<file path="src/rtl/qc_syndrome_check.sv">
// QC-LDPC syndrome checker: accumulates H*c over GF(2), one Z-bit circulant block per beat,
// using per-column shift values from an external base-matrix ROM, and reports the result at frame end.
module qc_syndrome_check #(
    parameter int Z  = 27,
    parameter int NB = 24,
    parameter int MB = 6,
    parameter int SW = 6
) (
    input  logic               clk,
    input  logic               rst,
    input  logic               in_valid,
    output logic               in_ready,
    input  logic               in_sof,
    input  logic [Z-1:0]       in_data,
    output logic [4:0]         h_addr,
    input  logic [MB*SW-1:0]   h_data,
    output logic [MB*Z-1:0]    syndrome,
    output logic [7:0]         syn_weight,
    output logic               syn_ok,
    output logic               done
);

    localparam int SYN_W = MB * Z;
    localparam logic [SW-1:0] ZERO_BLK = '1;

    typedef enum logic [1:0] {IDLE, ACCUM, FLUSH, DONE} state_t;

    state_t             state_q, state_d;
    logic [4:0]         cnt_q, cnt_d;
    logic               in_ready_q, in_ready_d;
    logic [4:0]         h_addr_q, h_addr_d;
    logic [Z-1:0]       data1_q, data1_d;
    logic               vld1_q, vld1_d;
    logic               clr1_q, clr1_d;
    logic [SYN_W-1:0]   acc_q, acc_d;
    logic [SYN_W-1:0]   syndrome_q, syndrome_d;
    logic [7:0]         syn_weight_q, syn_weight_d;
    logic               syn_ok_q, syn_ok_d;
    logic               done_q, done_d;
    logic               accept;
    logic [SW-1:0]      shift;

    // Right-rotate by s: bit i of the result is d[(i+s) mod Z] for s < Z.
    function automatic logic [Z-1:0] rotr(input logic [Z-1:0] d, input logic [SW-1:0] s);
        logic [2*Z-1:0] dd;
        dd = {d, d} >> s;
        return dd[Z-1:0];
    endfunction

    function automatic logic [7:0] popcnt(input logic [SYN_W-1:0] v);
        logic [7:0] n;
        n = '0;
        for (int unsigned i = 0; i < SYN_W; i++) begin
            n = n + {7'd0, v[i]};
        end
        return n;
    endfunction

    assign accept = in_valid && in_ready_q;

    always_comb begin
        state_d      = state_q;
        cnt_d        = cnt_q;
        h_addr_d     = h_addr_q;
        data1_d      = data1_q;
        vld1_d       = 1'b0;
        clr1_d       = 1'b0;
        syndrome_d   = syndrome_q;
        syn_weight_d = syn_weight_q;
        syn_ok_d     = syn_ok_q;
        done_d       = 1'b0;
        shift        = '0;

        // Stage 2: a restart clears the old partial sum before block 0 is folded in.
        acc_d = clr1_q ? '0 : acc_q;
        if (vld1_q) begin
            for (int unsigned r = 0; r < MB; r++) begin
                shift = h_data[r*SW +: SW];
                if (shift != ZERO_BLK) begin
                    acc_d[r*Z +: Z] = acc_d[r*Z +: Z] ^ rotr(data1_q, shift);
                end
            end
        end

        case (state_q)
            IDLE, DONE: begin
                state_d = IDLE;
                if (accept && in_sof) begin
                    state_d  = ACCUM;
                    cnt_d    = 5'd1;
                    h_addr_d = '0;
                    data1_d  = in_data;
                    vld1_d   = 1'b1;
                    clr1_d   = 1'b1;
                end
            end
            ACCUM: begin
                if (accept) begin
                    vld1_d  = 1'b1;
                    data1_d = in_data;
                    if (in_sof) begin
                        cnt_d    = 5'd1;
                        h_addr_d = '0;
                        clr1_d   = 1'b1;
                    end else begin
                        h_addr_d = cnt_q;
                        cnt_d    = cnt_q + 5'd1;
                        if (cnt_q == 5'(NB - 1)) begin
                            state_d = FLUSH;
                            cnt_d   = '0;
                        end
                    end
                end
            end
            FLUSH: begin
                syndrome_d   = acc_d;
                syn_weight_d = popcnt(acc_d);
                syn_ok_d     = (acc_d == '0);
                done_d       = 1'b1;
                state_d      = DONE;
            end
            default: state_d = IDLE;
        endcase

        in_ready_d = (state_d != FLUSH);
    end

    always_ff @(posedge clk or negedge rst) begin
        if (!rst) begin
            state_q      <= IDLE;
            cnt_q        <= '0;
            in_ready_q   <= 1'b0;
            h_addr_q     <= '0;
            data1_q      <= '0;
            vld1_q       <= 1'b0;
            clr1_q       <= 1'b0;
            acc_q        <= '0;
            syndrome_q   <= '0;
            syn_weight_q <= '0;
            syn_ok_q     <= 1'b0;
            done_q       <= 1'b0;
        end else begin
            state_q      <= state_d;
            cnt_q        <= cnt_d;
            in_ready_q   <= in_ready_d;
            h_addr_q     <= h_addr_d;
            data1_q      <= data1_d;
            vld1_q       <= vld1_d;
            clr1_q       <= clr1_d;
            acc_q        <= acc_d;
            syndrome_q   <= syndrome_d;
            syn_weight_q <= syn_weight_d;
            syn_ok_q     <= syn_ok_d;
            done_q       <= done_d;
        end
    end

    assign in_ready   = in_ready_q;
    assign h_addr     = h_addr_q;
    assign syndrome   = syndrome_q;
    assign syn_weight = syn_weight_q;
    assign syn_ok     = syn_ok_q;
    assign done       = done_q;

endmodule

</file>
<file path="config.mk">
export PLATFORM = sky130hd
export DESIGN_NAME = qc_syndrome_check
export DESIGN_NICKNAME = d
export VERILOG_FILES = /design/src/rtl/qc_syndrome_check.sv
export SDC_FILE = /design/constraint.sdc
export NUM_CORES = 2
export LEC_CHECK = 0
export ABC_AREA = 1
export ABC_CLOCK_PERIOD_IN_PS = 8400
export BUFFER_PORTS_ARGS = -buffer_cell sky130_fd_sc_hd__buf_2
export CAP_MARGIN = 30
export CORE_UTILIZATION = 58
export CTS_BUF_LIST = sky130_fd_sc_hd__clkbuf_4
export DETAILED_ROUTE_END_ITERATION = 16
export GPL_ROUTABILITY_DRIVEN = 0
export MAX_ROUTING_LAYER = met4
export PLACE_DENSITY = 0.9
export SLEW_MARGIN = 0
export SYNTH_ARGS = -nofsm -noshare
export SYNTH_HDL_FRONTEND = slang
export SYNTH_SLANG_ARGS = --single-unit
</file>
<file path="constraint.sdc">
create_clock -name clk -period 8.4 [get_ports clk]
set_input_delay 1.26 -clock clk [delete_from_list [all_inputs] [get_ports clk]]
set_output_delay 1.26 -clock clk [all_outputs]
set_load 0.03 [all_outputs]
</file>
==> impl_metrics.py, run 1 <==
metrics = {
    "status": {
        "status": "did not finish",
        "lastStage": "5_1_grt",
        "tool.error": "[ERROR GRT-0116] Global routing finished with congestion. Check the congestion regions in the DRC Viewer.",
    },
    "clock_network": {
        "root_buffer": "clkbuf_4",
        "clock_sinks": 376,
        "htreeDepth": 3,
        "clock_path_buffers": 3,
        "cts_buffers": 102,
        "ctsHoldBuffers": 0,
    },
    "yosys": {
        "synthArstFlopShare": 1.00,
        "ys_top_cells_by_count": "nand2_1 (2074), nand3_1 (1152), inv_1 (401), dfrtp_1 (376), o21ai_0 (199)",
        "synth_top_area_cell": "dfrtp_1",
        "yosysUniqueCellTypes": 49,
        "syn_area_mm2": 0.0333,
        "syn_inst": 5191,
        "synth-main-ff-cell": "dfrtp_1",
        "synth_seq_area_share": 0.283,
        "synth_seq_cells": 376,
        "ys_warn_count": 0,
        "synth.top_cell.area_share": 0.283,
        "synth-edff-count": 0,
        "synthesis.nets": 5437,
        "avgSynthCellArea_um2": 6.41,
        "yosysMostFrequentCell": "nand2_1",
        "synth_area_leaders": "dfrtp_1 (28%), nand2_1 (23%), nand3_1 (17%)",
    },
    "placed_design": {
        "place_hpwl_mm": 116,
        "port_buffers": 244,
        "placed_cells": 6684,
    },
    "global_route": {
        "grt.overflow.total": 505,
        "grt_max_degree": 196,
        "grt_util_all_layers": 0.731,
        "grt_pass1_wl_mm": 316,
        "grt_pass1_vias": 50700,
    },
    "die": {
        "rows": 87,
        "die_x_um": 242,
        "initial_core_util": 0.589,
        "ioPinCount": 245,
        "die-height_um": 242,
    },
}
==> through the flow <==
| stage | setup WS [ns] | instance area, um^2 | setup TNS [ns] |
|---|---|---|---|
| floorplan | -0.428 | 33800 | -1.64 |
| global placement | -1.27 | 41100 | -7.97 |
| detailed placement | -1.53 | 41100 | -9.94 |
| CTS | -0.358 | 43500 | -1.33 |
==> logic make-up after synthesis <==
kind of cell / synth area share
AO/OA/AOI/OAI: 0.0552
XOR/XNOR: 0.00132
adder cells (fa/ha/maj): 0.101
buffers and inverters: 0.0966
flip-flops: 0.283
AND/OR/NAND/NOR: 0.463
==> timing repair <==
item | 4_1_cts
setup endpoints to repair | 7
gates resized for setup | 213
cloned | 6
setup buffers | 36
pin swaps | 69
==> layer usage <==
metal	GRT overflow	global-route usage
met1	29	0.711
met2	299	0.864
met3	28	0.616
met4	149	0.682
met5	-	-
==> inputs of run 2 (changes only) <==
Settings changed: ABC_CLOCK_PERIOD_IN_PS 8400 to 10900, CORE_UTILIZATION 58 to 40, CTS_BUF_LIST sky130_fd_sc_hd__clkbuf_4 to not set, MAX_ROUTING_LAYER met4 to not set, PLACE_DENSITY 0.9 to not set, PLACE_DENSITY_LB_ADDON set to 0.15.
Clock period 8.4 ns to 10.9 ns, I/O delays scaled along.
==> impl_metrics.py, run 2 <==
metrics = {
    "detailed_routing": {
        "drtIter0Drc": 4809,
        "vias": 36600,
        "dr.pass1.iters": 6,
        "viasPerCell": 5.69,
        "detail_route.wl_per_cell_um": 22.4,
        "totalWireLength_mm": 144,
        "drc": 0,
        "ant_nets": 0,
    },
    "yosys": {
        "synth-main-ff-cell": "dfrtp_1",
        "synth-edff-count": 0,
        "avgSynthCellArea_um2": 6.41,
        "synth.top_cell.area_share": 0.283,
        "synth-adder-area-share": 0.101,
        "yosysMostFrequentCell": "nand2_1",
        "syn_area_mm2": 0.0333,
        "synth_seq_area_share": 0.283,
        "ys_top_cells_by_count": "nand2_1 (2074), nand3_1 (1152), inv_1 (401), dfrtp_1 (376), o21ai_0 (199)",
        "synth_top_area_cell": "dfrtp_1",
        "yosys-mux-area-fraction": 0,
        "ys_warn_count": 0,
        "syn_inst": 5191,
        "synth_xor_area_frac": 0.00132,
        "synth_area_leaders": "dfrtp_1 (28%), nand2_1 (23%), nand3_1 (17%)",
        "yosysUniqueCellTypes": 49,
        "synth_seq_cells": 376,
        "synthesis.nets": 5437,
        "synth-compound-area-share": 0.0552,
        "synthArstFlopShare": 1.00,
        "synth_top_family_by_area": "simple AND/OR/NAND/NOR gates",
        "yosys.area_share.simple": 0.463,
    },
    "job": {
        "drv_cap": 0,
    },
    "clock_network": {
        "ctsHoldBuffers": 0,
        "clock_path_buffers": 3,
        "post-cts-setup-buffers": 0,
        "ctsResizeCount": 0,
        "clkTransAtPathRegs_ns": 0.06,
        "clock_sinks": 376,
        "htreeDepth": 2,
        "cts_buffers": 46,
        "clock_insertion_delay_worst_skew_ns": 0.62,
        "root_buffer": "clkbuf_16",
        "cts_tree": "done",
    },
    "sta": {
        "fmax_ghz": 0.101,
        "fin_crit_sh": 0.908,
        "final_hold_viol_count": 0,
        "setup_violations": 0,
        "rsz0062_at_grt": "false",
        "holdWs_ns": 0.472,
        "setup_slack_ns": 0.999,
        "finalCriticalPeriod_ns": 9.90,
        "fin_tns_setup_ns": 0,
        "worstMarginPinSlew_ns": 1.10,
        "drv_slew": 0,
        "skew_ns": 0.0407,
        "relSlewSlack": 0.267,
    },
    "placed_design": {
        "placed_area_mm2": 0.0356,
        "pre_cts_slack_ns": 0.459,
        "port_buffers": 244,
        "place_hpwl_mm": 110,
    },
    "die": {
        "ioPinCount": 245,
        "rows": 105,
        "placeableCoreArea_mm2": 0.0822,
        "initial_core_util": 0.405,
        "die_x_um": 290,
        "die-area_mm2": 0.0844,
        "die-height_um": 290,
    },
    "global_route": {
        "grt.overflow.total": 0,
        "grt_util_all_layers": 0.338,
        "grt_pass1_wl_mm": 215,
        "grt_pass1_vias": 33700,
        "antenna_found_initial": 6,
        "grt_max_degree": 151,
    },
    "critical_path": {
        "critPathSlowestCell": "fa_1",
        "cp_slowest_stage_delay_ns": 0.56,
        "worstPathArrival_ns": 10.40,
        "cp_common_cell": "fa_1",
        "start_kind": "input port",
        "endpoint_kind": "register",
        "worst-path-max-fanout": 28,
        "critPathKind": "input port to register",
        "required_ns": 11.40,
    },
    "cells_and_area": {
        "drive_gt1_frac": 0.105,
        "mostFrequentLayoutCell": "nand2_1",
        "multi_input_area_mm2": 0.0207,
        "final_cell_mix": "nand2_1 (2074), nand3_1 (1152), inv_1 (400)",
        "design_area_mm2": 0.0372,
        "seq_area_mm2": 0.00941,
        "area_growth_pct": 11.8,
        "fillCellCount": 8604,
        "nets": 5571,
    },
    "status": {
        "status": "complete, no violations",
    },
    "hold_path": {
        "hold_class": "register to register",
    },
}
[run 2: cell counts after synthesis]
Identical to the previous run, type by type.
[run 2: cell families (layout without fill, tap and decap cells)]
group | Yosys count | in the layout
AO/OA/AOI/OAI | 339 | 339
adder cells (fa/ha/maj) | 179 | 179
XOR/XNOR | 5 | 5
flip-flops | 376 | 376
AND/OR/NAND/NOR | 3539 | 3539
other | 0 | 4
buffers and inverters | 753 | 923
[run 2: worst paths after layout]
| kind | start | end | slack, ns | cells past startpoint |
|---|---|---|---|---|
| worst max register to register | data1_q[23]$_DFFE_PN0P_ | syn_weight[7]$_DFFE_PN0P_ | 1.28 | 40 |
| worst min register to register | syn_weight[2]$_DFFE_PN0P_ | syn_weight[2]$_DFFE_PN0P_ | 0.47 | 2 |
| max in group asynchronous | rst | acc_q[4]$_DFF_PN0_ | 7.88 | 3 |
| min in group asynchronous | rst | acc_q[124]$_DFF_PN0_ | 0.99 | 1 |
| worst min-delay path | syn_weight[2]$_DFFE_PN0P_ | syn_weight[2]$_DFFE_PN0P_ | 0.47 | 2 |
| worst max-delay path | h_data[18] | syn_weight[7]$_DFFE_PN0P_ | 1.0 | 39 |
[run 2: worst max-delay path, delay by kind of cell]
kind	cells	cell delay, ns
AO/OA/AOI/OAI	6	1.05
adder cells (fa/ha/maj)	11	5.32
buffers and inverters	10	1.05
AND/OR/NAND/NOR	12	1.32
[run 2: cell type report]
type                            count  share of cell area
Clock buffer                       59              0.0341
Clock inverter                     25             0.00820
Inverter                          439              0.0452
Sequential cell                   376               0.253
Antenna cell                        4            0.000269
Multi-Input combinational cell   4062               0.556
Timing Repair Buffer              400              0.0677
Tap cell                         1070              0.0360
[run 2: routing by layer]
metal | track usage | share of wire | vias up
met1 | 0.456 | 0.41 | 17200
met3 | 0.0587 | 0.097 | 407
met4 | 0.173 | 0.059 | 2
met2 | 0.521 | 0.43 | 1949
li1 | - | - | 17100
met5 | 0 | 0.000062 | -
[run 2: stage by stage]
step	cells	utilization
2_1_floorplan	5191	-
3_3_place_gp	6345	0.432
3_5_place_dp	6346	0.433
4_1_cts	6430	0.452
5_1_grt	6432	0.452
6_report	6435	0.452
Power of run 2 is not shown: default switching activity piles up to over one toggle a cycle in this logic, so the estimate is an artifact.
